==> config.mk <==
export PLATFORM = sky130hd
export DESIGN_NAME = decrypt_round
export DESIGN_NICKNAME = d
export VERILOG_FILES = /design/src/rtl/decrypt_round.sv
export SDC_FILE = /design/constraint.sdc
export NUM_CORES = 1
export LEC_CHECK = 0
export ABC_AREA = 1
export BUFFER_PORTS_ARGS = -buffer_cell sky130_fd_sc_hd__buf_4
export CAP_MARGIN = 20
export CORE_ASPECT_RATIO = 0.6
export CORE_MARGIN = 1.5
export CORE_UTILIZATION = 45
export CTS_BUF_LIST = sky130_fd_sc_hd__clkbuf_16
export CTS_CLUSTER_DIAMETER = 200
export DETAILED_ROUTE_END_ITERATION = 10
export GPL_TIMING_DRIVEN = 0
export PLACE_DENSITY = 0.69
export SLEW_MARGIN = 15
export SYNTH_ARGS = -nofsm -noshare
export SYNTH_HDL_FRONTEND = slang
export SYNTH_SLANG_ARGS = --single-unit
==> constraint.sdc <==
create_clock -name clk -period 1.39 [get_ports clk]
set_input_delay 0.2085 -clock clk [delete_from_list [all_inputs] [get_ports clk]]
set_output_delay 0.2085 -clock clk [all_outputs]
set_load 0.05 [all_outputs]
==> src/rtl/decrypt_round.sv <==
// decrypt_round -- one SIMON inverse-round stage (SIMON64/96 decryption path)
//
// Applies one inverse Feistel round to a 2N-bit block with an N-bit round key:
//   out_hi = in_lo
//   out_lo = in_hi ^ f(in_lo) ^ subkey,  f(w) = (rotl(w,1) & rotl(w,8)) ^ rotl(w,2)
// The result sits in an output register behind a valid/ready handshake.
//
// Optional build macro SIMON_ENC_ROUND_EN adds an 'enc' input. When 'enc' is 1
// at accept, the stage performs the forward round instead:
//   out_hi = in_lo ^ f(in_hi) ^ subkey, out_lo = in_hi
//
// Ports:
//   clk        sole clock, rising edge
//   rst_n      asynchronous active-low reset (clears out_valid and out_block)
//   in_valid   in_block/subkey valid this cycle
//   in_ready   stage can accept this cycle (!out_valid || out_ready)
//   in_block   [2N-1:N] upper word x, [N-1:0] lower word y
//   subkey     round key for this round
//   enc        (SIMON_ENC_ROUND_EN only) 1 = forward round, 0 = inverse round
//   out_valid  out_block holds a result
//   out_ready  downstream accepts out_block this cycle
//   out_block  block after the round, same packing as in_block
module decrypt_round #(
    parameter int N = 32
) (
    input  logic           clk,
    input  logic           rst_n,
    input  logic           in_valid,
    output logic           in_ready,
    input  logic [2*N-1:0] in_block,
    input  logic [N-1:0]   subkey,
`ifdef SIMON_ENC_ROUND_EN
    input  logic           enc,
`endif
    output logic           out_valid,
    input  logic           out_ready,
    output logic [2*N-1:0] out_block
);

    // Circular left rotation within N bits, done by selecting a window of
    // the word concatenated with itself.
    function automatic logic [N-1:0] rotl(input logic [N-1:0] w, input int s);
        logic [2*N-1:0] dbl;
        dbl = {w, w};
        return dbl[2*N-1-s -: N];
    endfunction

    function automatic logic [N-1:0] roundF(input logic [N-1:0] w);
        return (rotl(w, 1) & rotl(w, 8)) ^ rotl(w, 2);
    endfunction

    logic [N-1:0]   wordHi_p0;
    logic [N-1:0]   wordLo_p0;
    logic [2*N-1:0] nextBlock_p0;
    logic           accept_p0;
    logic [2*N-1:0] block_p1;
    logic           vld_p1;

    assign wordHi_p0 = in_block[2*N-1:N];
    assign wordLo_p0 = in_block[N-1:0];

    // Stage 0: combinational round function on the presented input
    always_comb begin
        nextBlock_p0 = {wordLo_p0, wordHi_p0 ^ roundF(wordLo_p0) ^ subkey};
`ifdef SIMON_ENC_ROUND_EN
        if (enc) begin
            nextBlock_p0 = {wordLo_p0 ^ roundF(wordHi_p0) ^ subkey, wordHi_p0};
        end
`endif
    end

    assign in_ready  = !vld_p1 || out_ready;
    assign accept_p0 = in_valid && in_ready;

    // Stage 1: output register; holds while downstream stalls
    always_ff @(posedge clk or negedge rst_n) begin
        if (!rst_n) begin
            vld_p1   <= 1'b0;
            block_p1 <= '0;
        end else begin
            if (accept_p0) begin
                vld_p1   <= 1'b1;
                block_p1 <= nextBlock_p0;
            end else if (out_ready) begin
                // Drain without refill: data is kept, only valid drops.
                vld_p1 <= 1'b0;
            end
        end
    end

    assign out_valid = vld_p1;
    assign out_block = block_p1;

endmodule

* Word-level counts from Yosys, hierarchy flattened
Cells that the tools add are included.
** Storage, ports and cells
- Bits in registers :: 65
- Output and inout port bits :: 66
- Logic and storage cells :: 12
- Input bits :: 100
** Cells by class
- Multiplexer cells :: 2
- Reduce and logical (&&, ||, !) cells :: 4
- Bitwise gates (word level) :: 4
** Operator list (count)
- 32-bit XOR :: 3
- 32-bit AND :: 1
- 1-bit two-way mux :: 2
- 2-bit nonzero test :: 1
- 1-bit logical AND :: 1
- 1-bit zero test :: 1
- 1-bit logical OR :: 1

* Depth between registers and ports, before layout
- Depth after elaboration :: 4
- Gate-level depth with buffers :: 7
- Mapped depth without buffers :: 6

* Least setup slack after synthesis
OpenSTA, ideal clock, no wires.
- Path kind :: register to register
- Start point :: reg vld_p1 (netlist: out_valid)
- End point :: reg block_p1[10] (netlist: out_block[10])
- Clock period less this slack :: 1559 ps
- Arrival time :: 1441 ps
- Buffers on the path :: 1
- Stages on the path, launching flop included :: 7
- Data required time :: 1272 ps
- Slack :: -169 ps
- Library setup time :: 118 ps
- Path through :: dfrtp_1 > nand2_2 > nand2_4 > inv_2 > buf_4 > nand3_1 > nand2_1
** On the way
- Word-level cells in the longest chain between the ends :: 3
** RTL lines
- start: declaration :: RTL line 57 : logic vld_p1;
- start signal: assignment :: RTL line 78 : vld_p1 <= 1'b0;
- start signal: assignment :: RTL line 82 : vld_p1 <= 1'b1;
- start signal: assignment :: RTL line 86 : vld_p1 <= 1'b0;
- 1-bit zero test :: RTL line 72 : assign in_ready = !vld_p1 || out_ready;
- 1-bit logical OR :: RTL line 72
- named net in_ready :: RTL line 29 : output logic in_ready,
- 1-bit logical AND :: RTL line 73 : assign accept_p0 = in_valid && in_ready;
- end signal: assignment :: RTL line 83 : block_p1 <= nextBlock_p0;
- end: declaration :: RTL line 56 : logic [2*N-1:0] block_p1;
The timed path passes the listed nets, and every way through them passes these cells.
A chain may end at the register's enable or synchronous reset.

* Worst setup path in the final report
- Start point :: reg vld_p1 (netlist: out_valid)
- End point :: out in_ready
** On the way
- Word-level cells in the longest chain between the ends :: 2
** RTL lines (RTL line)
- 1-bit zero test :: 72
- 1-bit logical OR :: 72
- end: declaration :: 29
No other way between the ends.

==> impl_metrics.toml <==
[status]
outcome = "finished with violations"
violations = "hold timing"

[synthesis]
synth-seq-cells = 65
synth_seq_area_share_pct = 33.6
avgSynthCellArea_um2 = 5.68
syn_nets = 951
postSynthCellCount = 851
syn-cell-area_mm2 = 0.00484
synth.distinct_cells = 11
yosys_warnings = 0

[clocking]
hold_buffers = 0
clockBufferDepth = 2
cts_resized = 0
numCtsBuffers = 9
cts_setup_buffers = 0
h-tree-depth = 3
insertion_delay_ns = 0.33
cts.sinks = 65
cts_tree = "yes"
path_clk_slew_ns = 0.06
root_buffer = "clkbuf_16"

[job]
cap_violations = 0

[worst_setup_path]
cp-start-kind = "flop"
cp_max_fo = 3
cp.arrival_ns = 1.04
r2r-start = "out_valid"
cp-end-kind = "output port"
required_ns = 1.18
reg2reg_depth = 6
worstReg2RegEnd = "out_block[10]"
rrSetupSlack_ns = 0.24
crit_type = "reg2out"

[pwr]
p_int_uw = 5010
power_frac_seq_pct = 29.3
vdd.ir_drop.worst_mv = 0.631
powerDensity_mw_per_mm2 = 1270
power_uw = 8090
p_leak_uw = 0.00401
clkPwrFrac_pct = 34.4
p_sw_share_pct = 38.1
pwr-share-comb_pct = 36.3
p_sw_uw = 3080

[final_layout]
multi_input_area_mm2 = 0.00259
layout.area.seq_mm2 = 0.00163
nets = 1095
instances_no_fill = 1139
num-fill-cells = 1045
syn_to_final_growth_pct = 31.8
drive_above_1_share_pct = 19.7
antenna_cells = 0

[global_routing]
grt_pass1_vias = 4761
grt_pass1_wl_um = 23800
antenna_found_initial = 0
grt_max_degree = 66
gr-total-overflow = 0
track_usage_pct = 26.8

[sta]
fin_worst_skew_ns = 0.00518
fin_setup_tns_ns = 0
grt_setup_unrepaired = "false"
hold_viol_final = 7
relSlewSlack_pct = 39.9
final-setup-viol-count = 0
whs_ns = -0.0155
fmax_mhz = 803
worst_slew_pin_slew_ns = 0.902
maxSlewViolCount = 0
fin_crit_ns = 1.24
fin_crit_sh_pct = 89.6

[floorplanning]
die_h_um = 83.3
start_util_pct = 46.0
die_x_um = 137
ios = 166
rows = 29
core-area_mm2 = 0.0105
die-area_mm2 = 0.0114

[drt]
drc = 0
num_vias = 5505
vias_per_cell = 4.83
ant_nets = 0
drt-total-wl_um = 14800
wl_per_cell_um = 13.0
drtIter0Drc = 297
dr.pass1.iters = 5

[hold_path]
holdCritPathClass = "in2async"

[place]
hpwl_um = 11000
place_congestion = 0.806
io_buffers = 133
dp_cells = 1123
## cell type report
class / instances / area share, %
Tap cell: 139 / 2.73
Clock buffer: 9 / 3.53
Buffer: 45 / 4.04
Sequential cell: 65 / 25.5
Multi-Input combinational cell: 643 / 40.6
Clock inverter: 7 / 2.08
Inverter: 98 / 5.77
Timing Repair Buffer: 133 / 15.7
## cell usage in the layout, fill, tap and decap left out
master,instances
bufinv_16,4
clkinv_1,2
nand2_1,513
clkinv_2,1
buf_2,38
dfrtp_1,64
buf_4,136
o21ai_0,32
buf_6,4
nand3_1,96
clkbuf_16,9
inv_1,96
inv_2,2
nand2_4,2
dfrtp_2,1
## per-stage QoR
step	setup WS, ns	util [%]	cell area [um2]	hold WS (ns)
6_report	0.145	60.6	6370	-0.0155
5_1_grt	0.114	60.6	6370	0.0740
4_1_cts	0.133	60.6	6370	0.0328
3_5_place_dp	0.260	57.2	6010	0.391
3_3_place_gp	0.232	57.2	6010	0.390
2_1_floorplan	0.0836	-	4840	-0.0871
## logic make-up after synthesis
family,share of synthesized area [%]
AND/OR/NAND/NOR,50.1
flip-flops,33.6
AO/OA/AOI/OAI,3.31
buffers and inverters,12.9
## critical path: stages, from the launching register on
cell     delay, ns
dfrtp_2       0.42
nand2_4       0.09
buf_4         0.19
## flip-flops by register name (all words and copies together), names as in the netlist
name / cells
out_valid: 1
out_block: 64
## synthesized netlist by cell type
cell | number | share of area (%)
dfrtp_1 | 65 | 34
buf_2 | 38 | 3.9
inv_1 | 96 | 7.5
buf_6 | 4 | 0.93
nand2_2 | 1 | 0.13
inv_2 | 2 | 0.16
buf_4 | 3 | 0.47
nand2_1 | 513 | 40
nand2_4 | 1 | 0.23
nand3_1 | 96 | 9.9
o21ai_0 | 32 | 3.3
## power by group through the flow
stage	logic, uW	clock network, uW	registers [uW]
global placement	2920	0	2390
floorplan	890	0	3420
global route	3180	2910	2400
CTS	2940	2820	2360
detailed placement	2930	0	2390
finish	2940	2780	2370
## worst max path at each step
stage | startpoint | to | slack (ns) | depth (start not counted)
detailed placement | out_valid | out_block[20] | 0.26 | 6
finish | out_valid | in_ready | 0.15 | 2
global route | out_valid | in_ready | 0.11 | 2
global placement | out_valid | out_block[21] | 0.23 | 6
floorplan | out_valid | out_block[10] | 0.08 | 6
CTS | out_valid | in_ready | 0.13 | 2
## metal layers
metal / vias up / track usage [%] / share of wire [%]
met1: 2460 / 40.8 / 51
met5: - / 0 / 0
li1: 2847 / - / -
met3: 14 / 7.39 / 8.8
met2: 184 / 37.8 / 40
met4: 0 / 4.78 / 0.89
No activity file was read; power rests on OpenSTA's default activity.
